## config.mk

```make
export PLATFORM = sky130hd
export DESIGN_NAME = vga_timing_gen
export DESIGN_NICKNAME = d
export VERILOG_FILES = /design/src/rtl/vga_timing_gen.sv
export SDC_FILE = /design/constraint.sdc
export NUM_CORES = 1
export LEC_CHECK = 0
export ABC_AREA = 1
export BUFFER_PORTS_ARGS = -buffer_cell sky130_fd_sc_hd__buf_4
export CORE_MARGIN = 1.5
export CORE_UTILIZATION = 46
export CTS_CLUSTER_SIZE = 25
export DETAILED_ROUTE_END_ITERATION = 16
export PLACE_DENSITY_LB_ADDON = 0.25
export SETUP_SLACK_MARGIN = 0.3
export SYNTH_ARGS = -nofsm -noshare
export SYNTH_HDL_FRONTEND = slang
export SYNTH_SLANG_ARGS = --single-unit
```

## constraint.sdc

```tcl
create_clock -name vga_clk -period 1.5 [get_ports vga_clk]
set_input_delay 0.15 -clock vga_clk [delete_from_list [all_inputs] [get_ports vga_clk]]
set_output_delay 0.15 -clock vga_clk [all_outputs]
set_load 0.1 [all_outputs]
```

## src/rtl/vga_timing_gen.sv

```systemverilog
`default_nettype none
// ============================================================================
// Module      : vga_timing_gen
// Description : VGA sync/blanking timing with 1-clock pixel request/data
//               alignment; optional colour-bar generator (VGA_TEST_PATTERN_EN).
// Revision    : 1.0 - initial release
// ============================================================================
module vga_timing_gen #(
    parameter int H_SYNC  = 96,
    parameter int H_BACK  = 48,
    parameter int H_VALID = 640,
    parameter int H_FRONT = 16,
    parameter int V_SYNC  = 2,
    parameter int V_BACK  = 33,
    parameter int V_VALID = 480,
    parameter int V_FRONT = 10
) (
    input  logic        vga_clk,
    input  logic        sys_rst_n,
    input  logic [15:0] pix_data,
    output logic [9:0]  pix_x,
    output logic [9:0]  pix_y,
    output logic        pix_req,
    output logic        hsync,
    output logic        vsync,
    output logic [15:0] rgb,
    output logic        frame_start
);

    localparam logic [9:0] c_h_total   = 10'(H_SYNC + H_BACK + H_VALID + H_FRONT);
    localparam logic [9:0] c_v_total   = 10'(V_SYNC + V_BACK + V_VALID + V_FRONT);
    localparam logic [9:0] c_h_sync    = 10'(H_SYNC);
    localparam logic [9:0] c_v_sync    = 10'(V_SYNC);
    localparam logic [9:0] c_h_act_beg = 10'(H_SYNC + H_BACK);
    localparam logic [9:0] c_h_act_end = 10'(H_SYNC + H_BACK + H_VALID);
    localparam logic [9:0] c_v_act_beg = 10'(V_SYNC + V_BACK);
    localparam logic [9:0] c_v_act_end = 10'(V_SYNC + V_BACK + V_VALID);
    localparam logic [9:0] c_h_req_beg = c_h_act_beg - 10'd1;
    localparam logic [9:0] c_h_req_end = c_h_act_end - 10'd1;

    logic [9:0] r_cnt_h;
    logic [9:0] r_cnt_v;
    logic       r_frame_start;

    logic w_h_last;
    logic w_v_last;
    logic w_h_act;
    logic w_h_req;
    logic w_v_act;
    logic w_rgb_valid;

    assign w_h_last = (r_cnt_h == c_h_total - 10'd1);
    assign w_v_last = (r_cnt_v == c_v_total - 10'd1);

    always_ff @(posedge vga_clk or negedge sys_rst_n) begin
        if (!sys_rst_n) begin
            r_cnt_h       <= 10'd0;
            r_cnt_v       <= 10'd0;
            r_frame_start <= 1'b0;
        end else begin
            r_cnt_h       <= w_h_last ? 10'd0 : r_cnt_h + 10'd1;
            if (w_h_last) begin
                r_cnt_v   <= w_v_last ? 10'd0 : r_cnt_v + 10'd1;
            end
            r_frame_start <= w_h_last && w_v_last;
        end
    end

    // All outputs below decode the counters directly, so holding them at
    // (0,0) in reset yields the idle values (syncs high, no request, black).
    assign w_h_act     = (r_cnt_h >= c_h_act_beg) && (r_cnt_h < c_h_act_end);
    assign w_h_req     = (r_cnt_h >= c_h_req_beg) && (r_cnt_h < c_h_req_end);
    assign w_v_act     = (r_cnt_v >= c_v_act_beg) && (r_cnt_v < c_v_act_end);
    assign w_rgb_valid = w_h_act && w_v_act;

    assign hsync       = (r_cnt_h < c_h_sync);
    assign vsync       = (r_cnt_v < c_v_sync);
    assign pix_req     = w_h_req && w_v_act;
    assign pix_x       = pix_req ? (r_cnt_h - c_h_req_beg) : 10'h3FF;
    assign pix_y       = pix_req ? (r_cnt_v - c_v_act_beg) : 10'h3FF;
    assign frame_start = r_frame_start;

`ifdef VGA_TEST_PATTERN_EN
    localparam logic [9:0] c_bar_w = 10'(H_VALID / 8);

    logic [9:0]  w_col;
    logic [9:0]  w_bar;
    logic [15:0] w_pattern;

    assign w_col = r_cnt_h - c_h_act_beg;
    assign w_bar = w_col / c_bar_w;

    always_comb begin
        w_pattern = 16'h0000;
        case (w_bar)
            10'd0:   w_pattern = 16'hFFFF;
            10'd1:   w_pattern = 16'hFFE0;
            10'd2:   w_pattern = 16'h07FF;
            10'd3:   w_pattern = 16'h07E0;
            10'd4:   w_pattern = 16'hF81F;
            10'd5:   w_pattern = 16'hF800;
            10'd6:   w_pattern = 16'h001F;
            default: w_pattern = 16'h0000;
        endcase
    end

    assign rgb = w_rgb_valid ? w_pattern : 16'h0000;
`else
    assign rgb = w_rgb_valid ? pix_data : 16'h0000;
`endif

endmodule
`default_nettype wire

```

==> results of run 1 <==
-- logic make-up after synthesis --
family                   after synthesis  share of synthesized area
AND/OR/NAND/NOR                      170                      0.445
adder cells (fa/ha/maj)                4                     0.0277
flip-flops                            21                      0.290
buffers and inverters                 58                      0.139
AO/OA/AOI/OAI                         20                     0.0595
XOR/XNOR                               8                     0.0387
-- per-stage QoR --
| step | worst slack (ns) | hold slack [ns] |
|---|---|---|
| after global placement | -0.306 | 0.0535 |
| after floorplan | -0.632 | -0.146 |
| after detailed placement | -0.380 | 0.0521 |
==> results.txt, run 1 <==
The run stopped with a tool error. It got as far as clock tree synthesis and failed there. The first error in the log reads "[ERROR DPL-0038] Utilization greater than 100%, impossible to legalize".

The count of buffers added on input and output ports is 57. Yosys mapped a number of flops with a built-in enable equal to 0. In this run the horizontal extent of the chip is 65.7 µm.

Ranked by instance count, the synthesized netlist is headed by 62 x nand2_1, 47 x inv_1, 39 x nand3_1, 37 x nor2_1, 21 x dfrtp_1. Synthesis inferred 21 register bits. The number of hold buffers added after CTS was 1. The proportion of synthesized flip-flops having asynchronous set or reset came out at 1.00. The synthesis warning total came out at 0. The maximum count of clock buffers along a single path came out at 2. The most used flip-flop cell after synthesis is dfrtp_1. dfrtp_1 takes more of the synthesized area than any other cell.

Clock tree synthesis selected as its root buffer the cell clkbuf_8. The number of placed cells counting well taps is 447. The instance area after placement is 3060 µm². The final weighted congestion in routability-driven placement came out at 0.855. By area the synthesized netlist is led by dfrtp_1 29%, nand2_1 13%, nand3_1 11%. The sequential cell area fraction in the yosys report is 0.290. Of the post-synthesis cell area, the dominant cell type holds 0.290.

Each instance of the synthesized netlist takes up on average 6.44 µm². The post-cts resize count is 162. The count of clock tree sinks came out at 21. After floorplanning, the core was divided into 22 placement rows. Synthesis produced 281 cells. The estimated wirelength of the detail-placed design came out at 4510 µm. Among all cell types in the netlist, the one instantiated most often is nand2_1.

The count of buffers added by post-CTS timing repair for setup is 8. The vertical die dimension is 65.7 µm. In this run the number of H-tree levels came out at 1. The number of clock buffers added by TritonCTS is 3. The starting utilization of the core area came out at 0.487. The cell area that synthesis handed to floorplanning was 1810 µm². The number of unique standard cell types used by synthesis came out at 27.

The net count after synthesis came out at 303. 58 I/O pins were placed.
==> run 2: changes to the inputs <==
--- a/config.mk
+++ b/config.mk
@@ -8,11 +8,9 @@
 export ABC_AREA = 1
 export BUFFER_PORTS_ARGS = -buffer_cell sky130_fd_sc_hd__buf_4
 export CORE_MARGIN = 1.5
-export CORE_UTILIZATION = 46
-export CTS_CLUSTER_SIZE = 25
+export CORE_UTILIZATION = 40
 export DETAILED_ROUTE_END_ITERATION = 16
-export PLACE_DENSITY_LB_ADDON = 0.25
-export SETUP_SLACK_MARGIN = 0.3
+export PLACE_DENSITY_LB_ADDON = 0.15
 export SYNTH_ARGS = -nofsm -noshare
 export SYNTH_HDL_FRONTEND = slang
 export SYNTH_SLANG_ARGS = --single-unit
==> constraint.sdc (replaced) <==
create_clock -name vga_clk -period 1.95 [get_ports vga_clk]
set_input_delay 0.195 -clock vga_clk [delete_from_list [all_inputs] [get_ports vga_clk]]
set_output_delay 0.195 -clock vga_clk [all_outputs]
set_load 0.1 [all_outputs]
==> run 2 against run 1 <==
- the flow now finishes, with violations (negative setup slack)
- synthesized cell count did not move
- area after synthesis did not move
==> results.txt, run 2 <==
The number of antenna violations at the first check in global routing is 0. Synthesis instantiated 27 different standard cells from the library. The total grt overflow is 0. The die is 70.3 µm tall. Setup repair after global routing could not meet its margin everywhere. The net count after synthesis came out at 303. The data arrival time at the worst-slack endpoint is 1.87 ns. The residual antenna-violating net count after detailed routing came out at 0. The die is 70.3 µm wide. Summed over all instances, the cell type with the most area after synthesis is dfrtp_1. The critical path in this run is classified as reg2out. Dividing the detail-routed wire length by the instance count gives 14.4 µm. The kind of launch point of the worst setup path is a flop. Summing over every cut layer, the via total after detailed routing is 2130. The register-to-register setup slack is 0.32 ns. The TritonCTS buffer count is 3. The library cell appearing most often on the critical path is buf_12.

In this run, synthesis inferred 0 flip-flops with an integrated enable. In the synthesized netlist, the cells that appear most often are 62 x nand2_1, 47 x inv_1, 39 x nand3_1, 37 x nor2_1, 21 x dfrtp_1. The design draws 800 µW. The area of the mapped netlist came out at 1810 µm². The sequential cell area fraction in the yosys report is 0.290. Detailed placement finished with a half-perimeter wire length of 3690 µm. For this run, design rule violations remaining after detail routing come to 0. After synthesis, the share of flip-flops with an asynchronous set or reset is 1.00. In the post-route analysis, the smallest setup slack over all paths is -0.117 ns. Counting I/O delays and the setup requirement, the final critical path takes 2.07 ns. The share of synthesized area in the top cell type comes to 0.290. The final weighted congestion in routability-driven placement is 0.901. The layout overhead on the synthesized area came out at 81.0%.

The number of fill cells came out at 329. The floorplan has 24 rows. In this run, synthesis produced a sequential element count of 21. The worst setup path is captured at a primary output. The placed instances occupy a cell area of 2430 µm².

TritonCTS built the clock tree. In this run the critical register-to-register path is launched from r_cnt_v[0]$_DFFE_PN0P_. In the final layout, the share of cells above drive strength 1 is 0.408.

The synthesis warning total came out at 0. The data required time at the worst endpoint is 1.75 ns. The net count of the finished layout is 386. The worst max-slew margin expressed relative to the limit is 0.731. Among all cell types in the netlist, the one instantiated most often is nand2_1.

The achievable clock frequency is 484 MHz. The global-route total usage across every layer came out at 0.229. The final worst-path cycle share came out at 1.06. The count of cells along the worst register-to-register path is 7. The wire length of the first global-routing pass is 9210 µm. The pin count of the biggest net entering global routing came out at 22.

The tree is rooted in a clkbuf_8. The total die area is 4940 µm². Wires add up to 5990 µm. Counting every sink on the clock net gives 21.

The CTS clock-pin slew for the worst setup and hold paths is 0.09 ns. The count of buffers from port buffering is 57. The path class of the tightest hold or removal check is in2async. The run finished, with violations left. The worst clock skew came out at 0.00340 ns. For the pin with the worst max-slew slack, the measured transition is 0.400 ns. The maximum level of the CTS H-tree is 1. The clock network latency to the later pin of the worst-skew pair came out at 0.27 ns. The final count of pins violating max slew is 0.

The count of inserted antenna diode cells came out at 0. The standard cell core area is 4350 µm². The count of endpoints failing hold in the final timing report came to 0. The worst ir drop on vdd came out at 0.471 mV. The detailed router finished its first iteration with 77 violations.

The worst flop-to-flop path endpoint is r_cnt_v[3]$_DFFE_PN0P_. The top-level I/O count came out at 58. For this design the static power due to leakage is 0.00155 µW.

For this design, the slowest cell found on the critical path is dfrtp_1. The library cells used most frequently in the layout, excluding fill and tap cells, are 56 x nand2_1, 45 x inv_1, 43 x buf_4. The leading cell type in the layout, fill and taps excluded is nand2_1. By area the synthesized netlist is led by dfrtp_1 29%, nand2_1 13%, nand3_1 11%. The via count of the first global-routing pass is 1999. Of all nets on the critical path, the largest fanout is 13. After routing the design area is 3270 µm². The most instantiated flip-flop cell in the synthesis netlist is dfrtp_1. The checks that failed: negative setup slack.

The via density per instance is 5.13. The setup violation total in the final timing report is 37. The fraction of the core area covered by cells at the end of the flow is 0.752. The count of max-cap constraint violations came out at 0. For this run, the detailed router's first-pass iteration total came to 4. The starting utilization of the core area is 0.416. The maximum count of clock buffers along a single path is 2.

The average cell area after synthesis came out at 6.44 µm². The power per cell area is 244 nW/µm². The hold slack is 0.359 ns. The signal on the critical path passes through ha_2 > nand3_4 > nand2_4 > nor2_4 > nor2_2 > a21oi_4 > buf_12 > nand3b_1 > buf_12. On the worst path, the slowest cell contributes a delay of 0.39 ns. The number of cells produced by synthesis came out at 281.
run 2: cell counts after synthesis:
No cell type changed its count.
run 2: what timing repair did:
item	4_1_cts	5_1_grt
endpoints found under the setup margin	37	37
endpoints found under the hold margin	21	0
resized for setup	124	28
gates cloned	1	0
pin swaps	5	4
hold buffers	1	0
setup buffers	12	2
run 2: layer usage:
metal  GRT usage  up-vias  wire length (µm)
met2       0.393       91              2950
met1       0.295      996              2590
met4      0.0641        0                55
li1            -     1035                 -
met3      0.0375        8               402
met5           0        -                 0
run 2: cell type report:
type	instances	area (µm²)	share of cell area
inverter	49	184	0.0562
tap	52	65.1	0.0199
sequential	21	526	0.160
clock buffer	4	45.0	0.0138
timing repair buffer	86	1120	0.342
multi-input combinational	203	1340	0.408
run 2: report_power, final:
group	total [µW]	internal, µW	switching [µW]
Combinational	55.1	25.7	29.3
Clock	310	146	164
Sequential	435	435	0
run 2: worst max path at each step:
stage	start	end	slack [ns]	cells after the start
6_report	r_cnt_h[0]$_DFF_PN0_	pix_y[4]	-0.12	9
4_1_cts	r_cnt_h[0]$_DFF_PN0_	pix_x[5]	-0.12	8
3_3_place_gp	r_cnt_h[0]$_DFF_PN0_	pix_y[7]	0.07	8
3_5_place_dp	r_cnt_h[0]$_DFF_PN0_	pix_y[7]	0.07	8
2_1_floorplan	r_cnt_v[0]$_DFFE_PN0P_	rgb[11]	-0.34	10
5_1_grt	r_cnt_h[0]$_DFF_PN0_	pix_y[4]	-0.22	9
run 2: critical path, delay by kind of cell, from the launching register on:
family,cells,cell delay (ns)
and+or+nand+nor,5,0.43
DFF,1,0.39
buffers and inverters,2,0.37
adders and majority gates,1,0.21
AOI/OAI and AO/OA,1,0.19
run 2: kinds of logic after synthesis:
logic type | synth area share
adder cells (fa/ha/maj) | 0.0277
flip-flops | 0.290
AND/OR/NAND/NOR | 0.445
XOR/XNOR | 0.0387
buffers and inverters | 0.139
AO/OA/AOI/OAI | 0.0595
run 2: metrics by stage:
| stage | setup TNS [ns] | setup WS (ns) | instances |
|---|---|---|---|
| floorplan | -7.89 | -0.336 | 281 |
| global placement | 0 | 0.0739 | 395 |
| detailed placement | 0 | 0.0741 | 395 |
| CTS | -2.27 | -0.116 | 413 |
| global route | -6.23 | -0.221 | 415 |
| finish | -3.06 | -0.117 | 415 |
(Power assumes the default switching activity.)
==> run 3: changes to the inputs <==
--- a/config.mk
+++ b/config.mk
@@ -10,7 +10,7 @@
 export CORE_MARGIN = 1.5
 export CORE_UTILIZATION = 40
 export DETAILED_ROUTE_END_ITERATION = 16
-export PLACE_DENSITY_LB_ADDON = 0.15
+export PLACE_DENSITY = 0.71
 export SYNTH_ARGS = -nofsm -noshare
 export SYNTH_HDL_FRONTEND = slang
 export SYNTH_SLANG_ARGS = --single-unit
==> run 3 against run 2 <==
- clock power about the same
- the flow still finishes with violations (negative setup slack)
- sequential share of layout area decreased by 0.25 points
- worst setup slack got worse by 0.034 ns
- highest routed layer unchanged
- combinational power decreased by 3%
- clock-buffer cell count unchanged
- via count increased by 2.2%
- sequential cell count unchanged
- global-route usage increased by 1.3 points
- critical path type unchanged
==> results.txt, run 3 (synthesis gave the netlist of run 2 again) <==
The pin count of the biggest net entering global routing came out at 22. For the final routed database, the setup TNS stands at -2.98 ns. The starting utilization of the core area came out at 0.416. The count of inserted antenna diode cells is 0. The residual antenna-violating net count after detailed routing is 0.

The CTS clock-pin slew for the worst setup and hold paths came out at 0.09 ns. The total grt overflow is 0. The largest fanout of any net on the critical path came out at 8. The achievable clock frequency is 476 MHz. The critical path starts at r_cnt_v[0]$_DFFE_PN0P_. In this run the clock root is driven by a clkbuf_8. Headroom to the max-slew limit came out at 0.727.

The worst register-to-register path begins at r_cnt_h[0]$_DFF_PN0_. The clock network latency to the later pin of the worst-skew pair is 0.27 ns. Together, buffers and inverters on the worst path number 3.

The register cell area after layout came out at 527 µm². The first global-routing pass estimated 9670 µm of wire. After the last flow step, the layout net total stands at 389. In the global route stage, overall resource usage came out at 0.242.

Counting the buffers created by CTS gives 3. Before CTS, the worst setup slack after placement is 0.0303 ns. CTS built an H-tree with a depth of 1.

Data on the critical path arrives at its endpoint at 1.91 ns. The total DRC errors in the routed layout is 0. The layout has 304 filler cells. The critical path goes through ha_2 > inv_2 > nand3_2 > nand2_2 > nand2_2 > nand2_4 > nand2_8 > buf_12 > nand3b_1 > buf_12. The transition at the pin with the smallest max-transition slack came out at 0.407 ns. Leaving out fill and tap cells, the most frequent cell in the layout is nand2_1. The total die area is 4940 µm². The clock period minus worst slack is 2.10 ns. The power per cell area is 240 nW/µm². The relative contribution of combinational cells to total power came out at 0.067. Dividing the detail-routed via count by the number of cells gives 5.21. The checks that failed: negative setup slack. The number of DRC markers in iteration 0 came out at 72. After the flow finishes, the layout carries non-filler instances totaling 418.

On the worst path, the slowest cell contributes a delay of 0.39 ns. The switching power of the nets came out at 194 µW. The part of the total power dissipated in the clock network came out at 0.390. The final count of pins violating max slew was 0. On the critical path, the stage with the largest delay is an instance of dfrtp_1. In this run the vertical extent of the chip is 70.3 µm. The share of layout cells above drive strength 1 came out at 0.429.

The count of max-cap constraint violations is 0. Data on the critical path is required at its endpoint by 1.75 ns. The internal power of the cells came out at 607 µW. The estimated wirelength of the detail-placed design is 3610 µm. Buffers placed on the I/O ports in this run total 57.

The via count of the first global-routing pass is 2113. The region available for standard cell placement spans 4350 µm². Clock tree synthesis found a total of 21 sinks. The number of antenna violations at the first check in global routing came to 0. Across the routed clock network, the largest skew measured is 0.00232 ns. The flow ran to the end, but the final reports show violations. The final weighted congestion in routability-driven placement came out at 0.912. The kind of launch point of the worst setup path is a flop. The sum of internal, switching and leakage power came out at 801 µW. The total number of vias is 2177. In the post-route analysis, the smallest setup slack over all paths is -0.150 ns.

Measured along the x axis, the die boundary spans 70.3 µm. The total area of multi-input combinational cells came out at 1370 µm². The first-pass iteration count of the detailed router is 4. Of the available clock period, the critical path in the final layout requires 1.08. The static leakage is 0.00157 µW.

The detail-routed net length per standard cell came out at 15.1 µm. Of the total power, registers draw 0.543. The register-to-register setup slack is 0.32 ns. Setup repair after global routing could not meet its margin everywhere. The switching part of the total came out at 0.242. The total wirelength of the detailed-routed design is 6310 µm. Counting tap cells, the placed design contains a total of 393 instances. The setup violation total in the final timing report is 37. In the layout the commonest cells are 56 x nand2_1, 45 x buf_4, 44 x inv_1. The worst ir drop on vdd came out at 0.370 mV. The count of endpoints failing hold in the final timing report is 0. The top-level I/O count came out at 58. The family of cells with the greatest summed delay on the critical path is simple AND/OR/NAND/NOR gates.

The layout overhead on the synthesized area came out at 84.2%. TritonCTS built the clock tree. The maximum count of clock buffers along a single path came out at 2. The standard-cell row count is 24. The path class of the tightest hold or removal check is in2async. The setup path with the least slack is of type reg2out. The endpoint kind of the worst setup timing path is a primary output.
==> run 3: stage by stage <==
| stage | area [µm²] | utilization | hold WS [ns] |
|---|---|---|---|
| finish | 3330 | 0.766 | 0.345 |
| detailed placement | 2410 | 0.553 | 0.102 |
| global route | 3330 | 0.766 | 0.369 |
| global placement | 2410 | 0.553 | 0.0990 |
| CTS | 3170 | 0.728 | 0.356 |
| floorplan | 1890 | - | -0.101 |
==> run 3: layout make-up <==
cell class / instances / area share
multi-input cells: 203 / 0.411
repair buffers: 89 / 0.342
flip-flops and latches: 21 / 0.158
inverters: 49 / 0.0559
well taps: 52 / 0.0195
clock buffers: 4 / 0.0135
==> run 3: path summary, 6_finish.rpt <==
| kind | end | depth (start not counted) |
|---|---|---|
| setup / recovery | pix_x[5] | 10 |
| hold / removal | r_cnt_h[6]$_DFF_PN0_ | 2 |
| setup reg to reg | r_cnt_h[8]$_DFF_PN0_ | 7 |
| hold reg to reg | r_cnt_v[9]$_DFFE_PN0P_ | 2 |
| max in group asynchronous | r_cnt_h[7]$_DFF_PN0_ | 2 |
| min in group vga_clk | r_cnt_v[9]$_DFFE_PN0P_ | 2 |
==> run 3: metal layers <==
| metal | GRT usage | share of wire | vias to the layer above |
|---|---|---|---|
| li1 | - | - | 1046 |
| met1 | 0.305 | 0.41 | 997 |
| met2 | 0.428 | 0.51 | 120 |
| met3 | 0.0260 | 0.063 | 14 |
| met4 | 0.0791 | 0.020 | 0 |
| met5 | 0 | 0 | - |
==> run 3: worst reg2reg max path, stage by stage, from the launching register on <==
cell	delay (ns)
dfrtp_1	0.40
ha_4	0.17
buf_4	0.11
buf_4	0.11
nand2_1	0.08
nor3_1	0.40
nand3_1	0.13
a21oi_1	0.17
==> run 3: what timing repair did <==
| action | in CTS | in global routing |
|---|---|---|
| pin swaps | 13 | 13 |
| gates cloned | 2 | 1 |
| buffers inserted | 11 | 6 |
| hold endpoints to repair | 21 | 0 |
| endpoints found under the setup margin | 37 | 37 |
| hold buffers | 1 | 0 |
| gates resized for setup | 143 | 22 |
==> run 3: power groups by stage <==
| stage | Clock [µW] | Combinational [µW] | Sequential [µW] |
|---|---|---|---|
| after floorplan | 0 | 10.8 | 444 |
| after global placement | 0 | 45.5 | 444 |
| after detailed placement | 0 | 46.1 | 444 |
| after CTS | 304 | 52.7 | 435 |
| after global routing | 333 | 59.0 | 435 |
| final | 312 | 53.7 | 435 |
==> run 4: changes to the inputs <==
==> constraint.sdc (replaced) <==
create_clock -name vga_clk -period 2.2 [get_ports vga_clk]
set_input_delay 0.22 -clock vga_clk [delete_from_list [all_inputs] [get_ports vga_clk]]
set_output_delay 0.22 -clock vga_clk [all_outputs]
set_load 0.1 [all_outputs]
==> run 4 against run 3 <==
- the run now ends clean
- critical path depth stayed put
- via count is 8.5% lower
- combinational power is 16% lower
- register-to-register slack better by 0.30 ns
- sequential power fell by 11%
- cell area is 12% lower
- sequential share of layout area is 2.1 points higher
- power decreased by 12%
- critical endpoint unchanged
- largest cell class unchanged
==> results.txt, run 4 (synthesis gave the netlist of run 2 again) <==
After the last flow step, the layout net total stands at 376. The class of the tightest hold or removal check is in2async. The detail-routed net length per standard cell is 13.2 µm. Once routing completed, OpenROAD measured the worst setup slack at 0.00110 ns.

The critical path in this run is classified as reg2out. The total number of vias is 1991. The cell count along the critical path is 10. The count of inserted antenna diode cells came out at 0. In the layout the commonest cells are 60 x nand2_1, 44 x inv_1, 31 x buf_4.

The TritonCTS buffer count is 3. The total die area came out at 4940 µm². The residual antenna-violating net count after detailed routing came out at 0.

At the worst endpoint, the required time is 1.98 ns. The first-pass iteration count of the detailed router is 4. The pin count of the biggest net entering global routing is 22. The endpoint kind of the worst setup timing path is a primary output. In the global route stage, overall resource usage came out at 0.200. In this run the critical register-to-register path is launched from r_cnt_h[7]$_DFF_PN0_. The data arrival time at the worst-slack endpoint came out at 1.98 ns. The transition at the pin with the smallest max-transition slack is 0.370 ns. The standard cell core area came out at 4350 µm². The estimated wirelength of the detail-placed design is 3550 µm. The flow ran to the end, and the final reports show no timing, DRC or antenna violations. The library cell contributing the largest single delay on the critical path is dfrtp_1. The register-to-register setup slack is 0.62 ns. In this run the power spent charging and discharging nets is 165 µW. Setup repair after global routing could not meet its margin everywhere. The library cell used most frequently in the layout, excluding fill and tap cells, is nand2_1.

The number of DRC markers in iteration 0 came out at 59. After global routing the overflow that remains totals 0. The worst-case IR drop observed on VDD is 0.297 mV. The static leakage came out at 0.00143 µW.

The total DRC errors in the routed layout is 0. Headroom to the max-slew limit came out at 0.751. The final worst-path cycle share came out at 0.999.

For the finished layout, the period the worst path requires is 2.20 ns. The clock network latency to the later pin of the worst-skew pair came out at 0.27 ns. Together, buffers and inverters on the worst path number 3. Traced cell by cell, the critical path runs through ha_2 > inv_2 > nand3_2 > nand2_2 > nand2_1 > nand2_4 > nand2_8 > buf_6 > nand3b_1 > buf_12. The total wirelength of the detailed-routed design is 5340 µm. During placement, the flow inserted port buffers numbering 57.

In this run the power density over the cells is 239 nW/µm². The critical path capture point is pix_x[5]. The share of layout cells above drive strength 1 came out at 0.391.

The critical path starts at r_cnt_v[0]$_DFFE_PN0P_. The final count of pins violating max slew is 0. The kind of launch point of the worst setup path is a flop. The CTS root buffer is clkbuf_8. The maximum count of clock buffers along a single path came out at 2. The standard-cell row count is 24. The layout overhead on the synthesized area came out at 62.5%. The achievable clock frequency came out at 455 MHz.

The tree built by TritonCTS fans out to 21 sinks. The worst flop-to-flop path endpoint is r_cnt_v[0]$_DFFE_PN0P_. Of the total power, the share spent switching nets is 0.235. The count of endpoints failing hold in the final timing report is 0. The setup violation total in the final timing report came out at 0. The CTS clock-pin slew for the worst setup and hold paths is 0.08 ns. The biggest cell delay along the critical path came out at 0.40 ns. Of the total power, the clock network draws 0.387.

The family of cells with the greatest summed delay on the critical path is simple AND/OR/NAND/NOR gates. Of the total power, combinational logic draws 0.064. Using the TritonRoute via totals, the vias-per-cell ratio works out to 4.92. The starting utilization of the core area came out at 0.416. The tool flagged a number of max-cap violations equal to 0. The top-level I/O count is 58. The portion of total power attributed to sequential cells is 0.549. The post-placement setup slack came out at 0.0939 ns. The CTS tree is done. The maximum level of the CTS H-tree came out at 1. The count of cells along the worst register-to-register path is 7. The internal power of the cells came out at 538 µW. The fraction of the core area covered by cells at the end of the flow is 0.675. The worst clock skew is 0.00378 ns.

The vertical die dimension is 70.3 µm. The final weighted congestion in routability-driven placement is 0.893. In this run the worst path has a maximum fanout of 6. The wire length of the first global-routing pass is 8030 µm. The number of antenna violations at the first check in global routing is 0. The width of the chip came out at 70.3 µm. The via count of the first global-routing pass is 1788.
run 4: changes by cell type in the layout (fill, tap and decap cells not counted), sizes merged:
cell,delta
nand2,+1
buf,-15
clkbuf,+1
run 4: repair_timing:
item	CTS	global route
setup endpoints to repair	34	37
gates cloned	0	4
buffers inserted	1	6
pin swaps	1	8
hold endpoints to repair	21	0
resized for setup	33	57
hold buffers	1	0
run 4: layout make-up:
cell class	count	area, µm²
clock buffer	4	45.0
multi-input combinational	204	1290
sequential	21	526
fill	379	1410
tap	52	65.1
inverter	49	184
timing repair buffer	75	826
run 4: how the worst min path moves through the flow:
stage	end	slack (ns)
2_1_floorplan	frame_start$_DFF_PN0_	-0.08
3_3_place_gp	r_cnt_h[0]$_DFF_PN0_	0.12
3_5_place_dp	r_cnt_h[6]$_DFF_PN0_	0.12
4_1_cts	r_cnt_h[0]$_DFF_PN0_	0.38
5_1_grt	r_cnt_h[0]$_DFF_PN0_	0.40
6_report	frame_start$_DFF_PN0_	0.36
run 4: stage by stage:
step | TNS [ns] | area [µm²] | instances | power [µW] | hold slack, ns
2_1_floorplan | -2.88 | 1940 | 281 | 404 | -0.0756
3_3_place_gp | 0 | 2420 | 389 | 436 | 0.123
3_5_place_dp | 0 | 2420 | 389 | 436 | 0.124
4_1_cts | 0 | 2610 | 395 | 704 | 0.376
5_1_grt | -0.787 | 2940 | 405 | 729 | 0.397
6_report | 0 | 2940 | 405 | 703 | 0.363
run 4: power groups by stage:
stage | clock network (µW) | registers, µW | logic [µW]
floorplan | 0 | 393 | 10.7
global placement | 0 | 393 | 42.4
detailed placement | 0 | 393 | 42.3
CTS | 275 | 386 | 43.9
global route | 294 | 386 | 49.8
finish | 272 | 386 | 44.9
run 4: metal layers:
layer	routed length (µm)	part of all wire	up-vias	track usage
met1	2450	0.46	889	0.267
met2	2510	0.47	77	0.327
met3	347	0.065	2	0.0418
met4	34	0.0064	0	0.0556
li1	-	-	1023	-
met5	0	0	-	0
